==> src/rtl/uart_defs.sv <==
// Shared UART definitions: FSM state encodings, clog2 and bit-timing derivation.
// Used by the receiver; intended for reuse by a future transmitter.
`default_nettype none

package uart_defs;

  localparam logic [2:0] IDLE   = 3'd0;
  localparam logic [2:0] START  = 3'd1;
  localparam logic [2:0] DATA   = 3'd2;
  localparam logic [2:0] PARITY = 3'd3;
  localparam logic [2:0] STOP   = 3'd4;
  localparam logic [2:0] BREAK  = 3'd5;

  function automatic int clog2(input int value);
    int result;
    int rem;
    result = 0;
    rem    = value - 1;
    while (rem > 0) begin
      result = result + 1;
      rem    = rem >> 1;
    end
    return result;
  endfunction

  // Narrowest counter that still holds at least one bit.
  function automatic int counter_width(input int max_count);
    int w;
    w = clog2(max_count);
    return (w < 1) ? 1 : w;
  endfunction

  function automatic int calc_clks_per_bit(input int clk_freq, input int baud_rate);
    return clk_freq / baud_rate;
  endfunction

  function automatic int calc_half_bit(input int clks_per_bit);
    return clks_per_bit / 2;
  endfunction

endpackage

`default_nettype wire

==> src/rtl/bit_synchronizer.sv <==
// Two-flop synchroniser for asynchronous inputs; both stages reset to 1.
// Shared with the push-button input path.
`default_nettype none

module bit_synchronizer #(
  parameter int WIDTH = 1
) (
  input  logic             clk,
  input  logic             reset_n,
  input  logic [WIDTH-1:0] d_i,
  output logic [WIDTH-1:0] q_o
);

  logic [WIDTH-1:0] meta_q;
  logic [WIDTH-1:0] sync_q;

  always_ff @(posedge clk or negedge reset_n) begin
    if (!reset_n) begin
      meta_q <= {WIDTH{1'b1}};
      sync_q <= {WIDTH{1'b1}};
    end else begin
      meta_q <= d_i;
      sync_q <= meta_q;
    end
  end

  assign q_o = sync_q;

endmodule

`default_nettype wire

==> src/rtl/uart_char_receiver.sv <==
// 8N1 UART receiver presenting each good byte as character_id plus a one-cycle we strobe.
// Optional 8E1 parity checking is enabled by defining UART_RX_PARITY_EN.
`default_nettype none

module uart_char_receiver
  import uart_defs::*;
#(
  parameter int CLK_FREQ       = 100000000,
  parameter int BAUD_RATE      = 9600,
  parameter int CHAR_ID_LENGTH = 8
) (
  input  logic                      clk,
  input  logic                      reset_n,
  input  logic                      rx,
  output logic [CHAR_ID_LENGTH-1:0] character_id,
  output logic                      we,
  output logic                      frame_error,
  output logic                      busy
);

  localparam int CLKS_PER_BIT = calc_clks_per_bit(CLK_FREQ, BAUD_RATE);
  localparam int HALF_BIT     = calc_half_bit(CLKS_PER_BIT);
  localparam int CNT_W        = counter_width(CLKS_PER_BIT);
  localparam int IDX_W        = counter_width(CHAR_ID_LENGTH);

  localparam logic [CNT_W-1:0] HALF_LAST = CNT_W'(HALF_BIT - 1);
  localparam logic [CNT_W-1:0] FULL_LAST = CNT_W'(CLKS_PER_BIT - 1);
  localparam logic [IDX_W-1:0] LAST_BIT  = IDX_W'(CHAR_ID_LENGTH - 1);

  logic rx_s;

  logic [2:0]                state_q,  state_d;
  logic [CNT_W-1:0]          cnt_q,    cnt_d;
  logic [IDX_W-1:0]          bit_idx_q, bit_idx_d;
  logic [CHAR_ID_LENGTH-1:0] shift_q,  shift_d;
  logic [CHAR_ID_LENGTH-1:0] char_q,   char_d;
  logic                      we_q,     we_d;
  logic                      fe_q,     fe_d;
  logic                      par_err;

  bit_synchronizer #(
    .WIDTH (1)
  ) u_rx_sync (
    .clk     (clk),
    .reset_n (reset_n),
    .d_i     (rx),
    .q_o     (rx_s)
  );

`ifdef UART_RX_PARITY_EN
  logic par_err_q, par_err_d;

  always_ff @(posedge clk or negedge reset_n) begin
    if (!reset_n) begin
      par_err_q <= 1'b0;
    end else begin
      par_err_q <= par_err_d;
    end
  end

  assign par_err = par_err_q;
`else
  assign par_err = 1'b0;
`endif

  always_comb begin
    state_d   = state_q;
    cnt_d     = cnt_q;
    bit_idx_d = bit_idx_q;
    shift_d   = shift_q;
    char_d    = char_q;
    we_d      = 1'b0;
    fe_d      = 1'b0;
`ifdef UART_RX_PARITY_EN
    par_err_d = par_err_q;
`endif

    case (state_q)
      IDLE: begin
        if (!rx_s) begin
          state_d = START;
          cnt_d   = '0;
        end
      end

      START: begin
        if (cnt_q == HALF_LAST) begin
          cnt_d = '0;
          if (!rx_s) begin
            state_d   = DATA;
            bit_idx_d = '0;
          end else begin
            state_d = IDLE;
          end
        end else begin
          cnt_d = cnt_q + CNT_W'(1);
        end
      end

      DATA: begin
        if (cnt_q == FULL_LAST) begin
          cnt_d            = '0;
          shift_d[bit_idx_q] = rx_s;
          if (bit_idx_q == LAST_BIT) begin
`ifdef UART_RX_PARITY_EN
            state_d = PARITY;
`else
            state_d = STOP;
`endif
          end else begin
            bit_idx_d = bit_idx_q + IDX_W'(1);
          end
        end else begin
          cnt_d = cnt_q + CNT_W'(1);
        end
      end

`ifdef UART_RX_PARITY_EN
      PARITY: begin
        if (cnt_q == FULL_LAST) begin
          cnt_d     = '0;
          par_err_d = (^shift_q) ^ rx_s;
          state_d   = STOP;
        end else begin
          cnt_d = cnt_q + CNT_W'(1);
        end
      end
`endif

      STOP: begin
        // Leaving at mid-stop-bit leaves half a bit to catch the next start edge.
        if (cnt_q == FULL_LAST) begin
          cnt_d = '0;
          if (rx_s) begin
            state_d = IDLE;
            if (par_err) begin
              fe_d = 1'b1;
            end else begin
              char_d = shift_q;
              we_d   = 1'b1;
            end
          end else begin
            fe_d    = 1'b1;
            state_d = BREAK;
          end
        end else begin
          cnt_d = cnt_q + CNT_W'(1);
        end
      end

      BREAK: begin
        if (rx_s) begin
          state_d = IDLE;
        end
      end

      default: begin
        state_d = IDLE;
      end
    endcase
  end

  always_ff @(posedge clk or negedge reset_n) begin
    if (!reset_n) begin
      state_q   <= IDLE;
      cnt_q     <= '0;
      bit_idx_q <= '0;
      shift_q   <= '0;
      char_q    <= '0;
      we_q      <= 1'b0;
      fe_q      <= 1'b0;
    end else begin
      state_q   <= state_d;
      cnt_q     <= cnt_d;
      bit_idx_q <= bit_idx_d;
      shift_q   <= shift_d;
      char_q    <= char_d;
      we_q      <= we_d;
      fe_q      <= fe_d;
    end
  end

  assign character_id = char_q;
  assign we           = we_q;
  assign frame_error  = fe_q;
  assign busy         = (state_q != IDLE);

endmodule

`default_nettype wire

==> config.mk <==
export PLATFORM = sky130hd
export DESIGN_NAME = uart_char_receiver
export DESIGN_NICKNAME = d
export VERILOG_FILES = /design/src/rtl/uart_defs.sv /design/src/rtl/bit_synchronizer.sv /design/src/rtl/uart_char_receiver.sv
export SDC_FILE = /design/constraint.sdc
export NUM_CORES = 1
export LEC_CHECK = 0
export BUFFER_PORTS_ARGS = -buffer_cell sky130_fd_sc_hd__buf_2
export CAP_MARGIN = 20
export CORE_MARGIN = 5
export CORE_UTILIZATION = 50
export DETAILED_ROUTE_END_ITERATION = 10
export PLACE_DENSITY_LB_ADDON = 0.05
export SLEW_MARGIN = 20
export SYNTH_ARGS = -nofsm -noshare
export SYNTH_HDL_FRONTEND = slang
export SYNTH_HIERARCHICAL = 1
export SYNTH_SLANG_ARGS = --single-unit
==> constraint.sdc <==
create_clock -name clk -period 3.1 [get_ports clk]
set_clock_uncertainty 0.2 [all_clocks]
set_input_delay 0.155 -clock clk [delete_from_list [all_inputs] [get_ports clk]]
set_output_delay 0.155 -clock clk [all_outputs]
set_load 0.01 [all_outputs]
Yosys cells after proc, flatten, opt, wreduce, memory -nomap -nowiden
Index checks and enable logic that the tools add are counted.

Register bits after elaboration: 40. Logic and storage cells: 66. Output and inout port bits: 11. Input port bits: 3.

Equal/unequal tests: 15. Add/subtract/negate cells: 2. Mux-type cells: 27. Order comparisons: 2. Reductions and logical operators: 11.

Operator list (count): 2-to-1 mux 14 bit (3); one-hot mux 14 bit (3 select lines) (1); 2-to-1 mux 3 bit (11); one-hot mux 3 bit (5 select lines) (1); adder 14 x 1 -> 14 bit, second input constant (1); equality test 14 x 13 -> 1 bit, second input constant (1); equality test 14 bit, second input constant (1); != test 2 bit, second input constant (7); equality test 3 bit, second input constant (3); bitwise mux 8 bit (1); 2-to-1 mux 1 bit (7); one-hot mux 3 bit (2 select lines) (1); AND reduction 6 bit (1); nonzero test 3 bit (2); AND reduction 5 bit (1); < comparator 3 x 4 -> 1 bit, second input constant (1); AND reduction 2 bit (2); adder 3 x 1 -> 3 bit, second input constant (1); demux 1 bit (select 3 bit) (1); equality test 3 x 1 -> 1 bit, second input constant (1); equality test 3 x 2 -> 1 bit, second input constant (1); greater-or-equal comparator 3 x 1 -> 1 bit, second input constant (1); logical NOT 3 bit (1); AND reduction 3 bit (1); 5 further kinds (5).

Logic depth before layout (Yosys ltp)
Gate-level depths: netlist (run 1).

Word-level depth: 5. Depth in mapped cells: 7. Depth with buffers taken out: 6.

Modules after synthesis
Netlist (run 1), hierarchy kept.

Modules (own cells, without submodules): uart_char_receiver (instances 1, area each 1929.4 um^2, sequential area each 950.9 um^2, cells an instance 182); bit_synchronizer (instances 1, area each 52.6 um^2, sequential area each 52.6 um^2, cells an instance 2).

Least setup slack after synthesis (run 1)
Ideal clock, no wire load.

Path type: reg2reg. Start point: reg cnt_q[4]. End point: reg shift_q[1]. Period minus slack after synthesis: 2410 ps. Buffers on the path: 0. Arrival time: 2085 ps. Cell stages (with the launch flop): 6. Setup time: 125 ps. Slack: 690 ps. Path through: dfrtp_1 > or4b_1 > nor4_4 > nand3b_1 > nor3b_1 > mux2_2.

Word-level cells in the longest chain between the ends: 2.

Ends and longest elaborated chain: from (decl) (RTL line uart_char_receiver.sv:33) `logic [CNT_W-1:0] cnt_q, cnt_d;`; from (signal assigned) (RTL line uart_char_receiver.sv:174) `cnt_q <= cnt_d;`; equality test 14 bit (RTL line uart_char_receiver.sv:101) `if (cnt_q == FULL_LAST) begin`; AND reduction 2 bit (no source line); to (signal assigned) (RTL line uart_char_receiver.sv:176) `shift_q <= shift_d;`; to (decl) (RTL line uart_char_receiver.sv:35) `logic [CHAR_ID_LENGTH-1:0] shift_q, shift_d;`.

No other way between the ends. A chain may end at the register's enable or synchronous reset.

Final worst setup path (run 1)
Start point: reg cnt_q[4]. End point: reg shift_q[4].

The elaborated chain is that of the path after synthesis.

==> run_results.csv, run 1 <==
group,metric,value,unit
drt,ant_nets,0,
drt,drtIter0Drc,74,
pwr,p_leak,1.05,nW
setup_path,crit_path_cell_trace,"or4b_1 > nor4_4 > nand3b_1 > nor3b_1 > mux2_2",
drt,first_pass_iters,4,
setup_path,crit_fanout,7,
timing,rsz0062_at_grt,"no",
clocking,cts-htree-levels,2,
clocking,cts_buffer_depth,2,
pwr,ir_drop,0.335,mV
timing,period_minus_slack,2.64,ns
setup_path,critPathBufInv,0,
yosys,synth_area_leaders,"dfrtp_1 48%, mux2_2 9.1%, nand2_1 3.2%",
setup_path,endpoint_kind,"flip-flop",
cells_and_area,design_area,0.00219,mm^2
timing,min_period_over_period,85.1,%
yosys,ys_seq_elements,40,
cells_and_area,stdcell_count,246,
global_routing,globalRouteOverflowTotal,0,
timing,fmax,379,MHz
timing,hold_violations,0,
yosys,yosysMostFrequentCell,"dfrtp_1",
cells_and_area,nets,205,
global_routing,grt_max_degree,41,
yosys,syn_inst,184,
yosys,synth-edff-count,0,
setup_path,crit_arrival,2.61,ns
drt,routed_wl,3730,um
placed_design,numPlacedInstances,237,
timing,tightest_slew,0.853,ns
yosys,syn_area,0.00198,mm^2
job,max-cap-violations,0,
cells_and_area,num_antenna_cells,0,
outcome,status,"complete, no violations",
clocking,path_clk_slew,0.07,ns
global_routing,grt_pass1_wl,6470,um
placed_design,gp_congestion,0.908,
setup_path,path_delay_family,"simple AND/OR/NAND/NOR gates",
yosys,yosys-top-cells-count,"38 x dfrtp_1, 17 x nand2_1, 17 x nor2_1, 16 x mux2_2, 8 x nand3_1",
hold_path,min_path_type,"reg -> reg",
cells_and_area,final_util,58.6,%
yosys,netlist.area_leader.share,48.0,%
pwr,p_per_area,413,mW/mm^2
drt,wire_per_inst,15.2,um
placed_design,detailed_place_hpwl,2640,um
drt,viasPerCell,5.72,
placed_design,port_buffers,13,
yosys,synth_ff_type,"dfrtp_1",
clocking,cts-root-buf,"clkbuf_8",
setup_path,cpMaxStageDelayCell,"or4b_1",
setup_path,cp.required,3.07,ns
clocking,clock_sinks,40,
cells_and_area,area_delta_synth_final,10.7,%
floorplanning,coreArea,0.00374,mm^2
placed_design,dpl_cell_area,0.00208,mm^2
cells_and_area,multi_input_area,927,um^2
setup_path,start_kind,"flip-flop",
yosys,ys_seq_area_share,50.6,%
yosys,yosysUniqueCellTypes,39,
yosys,synth_warnings,6,
floorplanning,start_util,52.9,%
global_routing,antenna_found_initial,0,
floorplanning,pin_count,14,
floorplanning,die_y,73.0,um
timing,slew_viol_final,0,
yosys,synth_top_cell_by_area,"dfrtp_1",
floorplanning,num_rows,22,
cells_and_area,seq_area,0.00100,mm^2
yosys,syn_nets,191,
yosys,syn_avg_cell_area,10.8,um^2
timing,setup-violations-final,0,
floorplanning,dieArea,0.00532,mm^2
clocking,numCtsBuffers,5,
cells_and_area,drive_gt1_share,24.7,%
clocking,cts_setup_buffers,0,
yosys,ys_async_sr_fraction,100,%
setup_path,max_stage_delay,0.58,ns
global_routing,grt_pass1_vias,1411,
drt,via_count,1407,
floorplanning,die_w,73.0,um
drt,drc,0,
global_routing,grtUsageTotal,15.9,%
timing,fin_setup_tns,0,ns
setup_path,path_class,"reg -> reg",
cells_and_area,fillCellCount,342,
clocking,cts_tree,"done",
timing,slew_headroom,43.1,%
clocking,clock_latency,0.29,ns
==> worst paths after layout <==
kind | slack [ns] | to | from | depth (start not counted)
max | 0.46 | shift_q[4] | cnt_q[4] | 5
max in group asynchronous | 1.85 | shift_q[1] | reset_n | 2
min | 0.16 | u_rx_sync/q_o | u_rx_sync/meta_q | 0
min reg2reg | 0.16 | u_rx_sync/q_o | u_rx_sync/meta_q | 0
max reg2reg | 0.46 | shift_q[4] | cnt_q[4] | 5
min in group asynchronous | 0.31 | state_q[0] | reset_n | 2
==> metrics by stage <==
step	setup slack [ns]	hold WS, ns	power, mW
CTS	0.470	0.160	0.918
global route	0.247	0.163	0.944
detailed placement	0.473	0.0633	0.551
finish	0.463	0.158	0.907
global placement	0.553	0.0619	0.550
floorplan	0.690	-0.341	0.538
==> cell families after synthesis <==
logic type      share of synthesized area [%]
xor+xnor                                 1.77
fa+ha+maj                                3.03
mux                                      9.09
buf+inv                                  2.59
simple gates                             21.1
flops                                    50.6
compound gates                           11.8
==> final cells by class <==
type | count | area share, %
multi-input cells | 131 | 42.2
flip-flops and latches | 40 | 45.7
repair buffers | 16 | 4.22
clock buffers | 7 | 4.39
well taps | 48 | 2.74
inverters | 4 | 0.684
==> layout by cell type, fill, tap and decap left out, types with 5 or more instances in the layout <==
| cell | instances |
|---|---|
| a22o_1 | 6 |
| a31oi_1 | 7 |
| buf_2 | 13 |
| clkbuf_8 | 7 |
| dfrtp_1 | 38 |
| mux2_2 | 16 |
| nand2_1 | 17 |
| nand3_1 | 8 |
| nand3b_1 | 6 |
| nor2_1 | 17 |
| nor3b_1 | 5 |
| o21ai_0 | 5 |
==> flip-flops by register name, indices dropped and copies added, names as in the netlist <==
| register | count |
|---|---|
| cnt_q | 14 |
| character_id | 8 |
| shift_q | 8 |
| bit_idx_q | 3 |
| state_q | 3 |
| frame_error | 1 |
| u_rx_sync/meta_q | 1 |
| u_rx_sync/q_o | 1 |
| we | 1 |
==> worst register-to-register path: cells and delay by family, from the launching register on <==
| family | cells | cell delay (ns) |
|---|---|---|
| AND/OR/NAND/NOR | 4 | 1.53 |
| flip-flops | 1 | 0.44 |
| multiplexers | 1 | 0.35 |
==> layer usage <==
layer / part of all wire [%] / global-route usage [%]
met2: 45 / 23.1
met3: 2.9 / 4.96
met1: 51 / 21.5
met5: 0 / 0
met4: 1.6 / 7.38
==> timing repair <==
item,4_1_cts,5_1_grt
endpoints found under the hold margin,39,0
endpoints found under the setup margin,0,0
hold buffers,2,0
gates resized for setup,0,0
==> power by group <==
group | internal (mW) | total (mW) | leakage, nW | switching (mW)
clock network | 0.198 | 0.365 | 0.0503 | 0.167
registers | 0.524 | 0.528 | 0.537 | 0.00391
logic | 0.00301 | 0.0135 | 0.461 | 0.0105
Note: power is estimated with default switching activity, not from simulation.
==> run 2, diff against run 1 <==
- CORE_UTILIZATION: 50 -> 37
==> run 2 against run 1 <==
Against the previous run: cell count up 9.3%; largest cell class unchanged; die area up 30%; worst hold slack improved by 0.00086 ns; non-clock buffer count unchanged; setup slack better by 0.038 ns; maximum frequency grew 1.5%.
==> run_results.csv, run 2 (synthesized netlist as in run 1, its figures left out) <==
group,metric,value,unit
drt,ant_nets,0,
floorplanning,dieArea,0.00692,mm^2
setup_path,start_kind,"flip-flop",
setup_path,path_class,"reg -> reg",
timing,slew_viol_final,0,
cells_and_area,final_common_cell,"dfrtp_1",
job,max-cap-violations,0,
timing,period_minus_slack,2.60,ns
floorplanning,start_util,38.6,%
cells_and_area,drive_gt1_share,25.1,%
hold_path,min_path_type,"reg -> reg",
setup_path,max_stage_delay,0.57,ns
timing,setup-violations-final,0,
clocking,clock_sinks,40,
setup_path,endpoint_kind,"flip-flop",
clocking,cts_resized,0,
cells_and_area,final_util,43.6,%
setup_path,reg2reg_depth,5,
drt,drtIter0Drc,61,
clocking,clock_latency,0.30,ns
floorplanning,pin_count,14,
drt,first_pass_iters,4,
drt,viasPerCell,5.22,
placed_design,port_buffers,13,
cells_and_area,num_antenna_cells,0,
clocking,cts_setup_buffers,0,
hold_path,hold_end,"u_rx_sync/q_o",
cells_and_area,area_delta_synth_final,13.1,%
timing,rsz0062_at_grt,"no",
setup_path,cp.required,3.09,ns
drt,wire_per_inst,15.2,um
cells_and_area,mostFrequentLayoutCells,"38 x dfrtp_1, 17 x nand2_1, 17 x nor2_1",
setup_path,r2r_end,"shift_q[1]",
hold_path,worstHoldPathCells,0,
global_routing,globalRouteOverflowTotal,0,
clocking,path_clk_slew,0.09,ns
timing,fmax,385,MHz
setup_path,crit_path_cell_trace,"or4b_1 > nor4_4 > nand3b_1 > nor3b_1 > mux2_2",
setup_path,crit_arrival,2.59,ns
pwr,p_per_area,438,mW/mm^2
setup_path,r2r_start,"cnt_q[4]",
global_routing,grt_pass1_vias,1437,
floorplanning,die_w,83.2,um
placed_design,gp_congestion,0.774,
hold_path,min_from,"u_rx_sync/meta_q",
global_routing,grt_max_degree,41,
cells_and_area,nets,205,
cells_and_area,regMostFlops,"cnt_q",
cells_and_area,fillCellCount,527,
clocking,cts-htree-levels,2,
setup_path,r2r_slack,0.50,ns
timing,min_period_over_period,83.8,%
clocking,numCtsBuffers,5,
floorplanning,coreArea,0.00514,mm^2
clocking,cts_tree,"done",
setup_path,cpMaxStageDelayCell,"or4b_1",
floorplanning,die_y,83.2,um
timing,slew_headroom,40.1,%
setup_path,crit_fanout,7,
timing,fin_setup_tns,0,ns
floorplanning,num_rows,26,
global_routing,grt_pass1_wl,7330,um
timing,hold_violations,0,
pwr,p_leak,1.05,nW
global_routing,antenna_found_initial,0,
placed_design,detailed_place_hpwl,2830,um
pwr,total_power,982,uW
clocking,holdBufCountCts,2,
cells_and_area,largest_register_ffs,14,
global_routing,grtUsageTotal,13.2,%
timing,tightest_slew,0.898,ns
outcome,status,"complete, no violations",
drt,routed_wl,4090,um
clocking,cts-root-buf,"clkbuf_8",
drt,drc,0,
clocking,cts_buffer_depth,2,
pwr,ir_drop,0.190,mV
drt,via_count,1403,
[run 2: worst max-delay path: cells and delay by family (launching register included)]
kind             cells  cell delay (ns)
and+or+nand+nor      4             1.49
DFF                  1             0.44
muxes                1             0.35
[run 2: report_power, final]
group | internal (mW) | total (mW) | switching (mW)
logic | 0.00301 | 0.0139 | 0.0108
clock network | 0.243 | 0.440 | 0.198
registers | 0.524 | 0.528 | 0.00392
[run 2: worst max path at each step]
stage,from,end,cells past startpoint
after global routing,cnt_q[0],cnt_q[3],7
after global placement,cnt_q[10],shift_q[4],5
after CTS,cnt_q[10],shift_q[4],5
after detailed placement,cnt_q[0],cnt_q[3],7
after floorplan,cnt_q[4],shift_q[1],5
final,cnt_q[4],shift_q[1],5
[run 2: metrics by stage]
stage	area [um^2]	hold slack [ns]	instances	setup WS [ns]
after floorplan	1980	-0.341	184	0.690
after CTS	2240	0.161	269	0.503
after global placement	2110	0.0595	259	0.537
after global routing	2240	0.162	269	0.323
final	2240	0.159	269	0.502
after detailed placement	2110	0.0623	259	0.516
[run 2: area by class of cell]
type,count,area [um^2],share of cell area [%]
well taps,70,87.6,3.91
multi-input cells,131,927,41.4
clock buffers,5,68.8,3.07
flip-flops and latches,40,1000,44.8
inverters,4,15.0,0.670
repair buffers,16,92.6,4.13
clock inverters,3,46.3,2.07
[run 2: per-layer routing]
layer  routed length, um  share of wire [%]  vias up  global-route usage [%]
met1                1890                 46      686                    16.6
met2                2020                 49       14                    21.9
met4                  72                1.8        0                    5.35
met3                 105                2.6        7                    2.77
met5                   0                  0        -                       0
li1                    -                  -      696                       -
==> run 3, diff against run 2 <==
- clock period: 3.1 -> 2.7 ns (I/O delays scaled with it)
==> run 3 against run 2 <==
Against the previous run: count of clock-buffer cells in the layout unchanged; maximum frequency up 6.8%; flip-flop and latch count unchanged; global-route usage down 0.74 points; critical path depth up 2; via count up 3.6%; setup slack worse by 0.23 ns; clock power up 13%; total power up 14%; critical endpoint is now cnt_q[3]; largest power group unchanged.
==> run_results.csv, run 3 (synthesized netlist as in run 1, its figures left out) <==
group,metric,value,unit
outcome,status,"complete, no violations",
setup_path,start_kind,"flip-flop",
timing,rsz0062_at_grt,"no",
clocking,clock_sinks,40,
placed_design,numPlacedInstances,263,
global_routing,antenna_found_initial,0,
clocking,numCtsBuffers,5,
cells_and_area,nets,209,
floorplanning,start_util,38.6,%
pwr,ir_drop,0.178,mV
floorplanning,pin_count,14,
timing,setup-violations-final,0,
drt,drc,0,
timing,fmax,411,MHz
timing,tightest_slew,0.877,ns
clocking,cts-htree-levels,2,
floorplanning,die_y,83.2,um
clocking,path_clk_slew,0.08,ns
drt,viasPerCell,5.32,
drt,via_count,1453,
drt,drtIter0Drc,57,
timing,fin_ws,0.268,ns
timing,slew_viol_final,0,
clocking,clock_latency,0.29,ns
pwr,p_per_area,492,mW/mm^2
global_routing,grtUsageTotal,12.4,%
cells_and_area,area_delta_synth_final,14.6,%
drt,first_pass_iters,4,
global_routing,grt_pass1_vias,1454,
timing,hold_violations,0,
setup_path,crit_fanout,20,
timing,period_minus_slack,2.43,ns
floorplanning,num_rows,26,
timing,slew_headroom,41.5,%
cells_and_area,mostFrequentLayoutCells,"38 x dfrtp_1, 17 x nand2_1, 17 x nor2_1",
global_routing,globalRouteOverflowTotal,0,
floorplanning,coreArea,0.00514,mm^2
drt,ant_nets,0,
cells_and_area,num_antenna_cells,0,
drt,routed_wl,3930,um
global_routing,grt_max_degree,41,
setup_path,cp.required,2.68,ns
job,max-cap-violations,0,
cells_and_area,stdcell_count,273,
placed_design,gp_congestion,0.786,
pwr,p_leak,1.07,nW
timing,fin_setup_tns,0,ns
setup_path,crit_arrival,2.42,ns
clocking,cts_buffer_depth,2,
cells_and_area,final_common_cell,"dfrtp_1",
placed_design,pre_cts_ws,0.266,ns
floorplanning,die_w,83.2,um
placed_design,port_buffers,13,
floorplanning,dieArea,0.00692,mm^2
drt,wire_per_inst,14.4,um
hold_path,min_path_type,"reg -> reg",
global_routing,grt_pass1_wl,7040,um
setup_path,endpoint_kind,"flip-flop",
placed_design,detailed_place_hpwl,2790,um
cells_and_area,drive_gt1_share,26.6,%
clocking,cts-root-buf,"clkbuf_8",
cells_and_area,largest_register_ffs,14,
cells_and_area,regMostFlops,"cnt_q",
setup_path,path_class,"reg -> reg",
clocking,cts_tree,"done",
timing,min_period_over_period,90.1,%
clocking,cts_setup_buffers,0,
[run 3: cell count changes in the layout (fill, tap and decap cells not counted), sizes merged]
cell / previous run / this run
buf: 14 / 18
[run 3: final cells by class]
cell class                      instances  area [um^2]
Sequential cell                        40         1000
Inverter                                4         15.0
Multi-Input combinational cell        131          927
Clock inverter                          3         46.3
Tap cell                               70         87.6
Fill cell                             514         2870
Timing Repair Buffer                   20          123
Clock buffer                            5         68.8
[run 3: report_power, final]
part           internal (mW)  switching (mW)  total, mW
clock network          0.278           0.219      0.497
logic                0.00346          0.0121     0.0156
registers              0.601         0.00433      0.606
[run 3: through the flow]
stage                     hold WS (ns)  total power [mW]  cell area (um^2)  utilization (%)
after floorplan                 -0.361             0.618              1980                -
after global placement          0.0399             0.632              2140             41.6
after detailed placement        0.0411             0.632              2140             41.6
after CTS                        0.160              1.14              2270             44.2
after global routing             0.162              1.17              2270             44.2
final                            0.158              1.12              2270             44.2
[run 3: worst max-delay path, cell delays in order, from the launching register on]
cell     delay (ns)
dfrtp_1        0.44
or4b_1         0.57
nor4_4         0.31
buf_4          0.18
o22ai_1        0.07
buf_4          0.21
a21o_1         0.17
a22o_1         0.17
[run 3: final timing paths]
check / start / end / slack [ns] / depth (start not counted)
max: cnt_q[4] / cnt_q[3] / 0.27 / 7
min: u_rx_sync/meta_q / u_rx_sync/q_o / 0.16 / 0
max reg2reg: cnt_q[4] / cnt_q[3] / 0.27 / 7
min reg2reg: u_rx_sync/meta_q / u_rx_sync/q_o / 0.16 / 0
max in group asynchronous: reset_n / cnt_q[9] / 1.45 / 2
min in group asynchronous: reset_n / character_id[3] / 0.29 / 2
[run 3: metal layers]
metal	track usage (%)	share of wire (%)	vias to the layer above
li1	-	-	705
met1	15.4	46	721
met2	20.5	49	18
met3	3.66	3.3	9
met4	4.46	1.7	0
met5	0	0	-
[run 3: what timing repair did]
item / in CTS / in global routing
gates resized for setup: 0 / 0
hold buffers: 2 / 0
hold endpoints to repair: 39 / 0
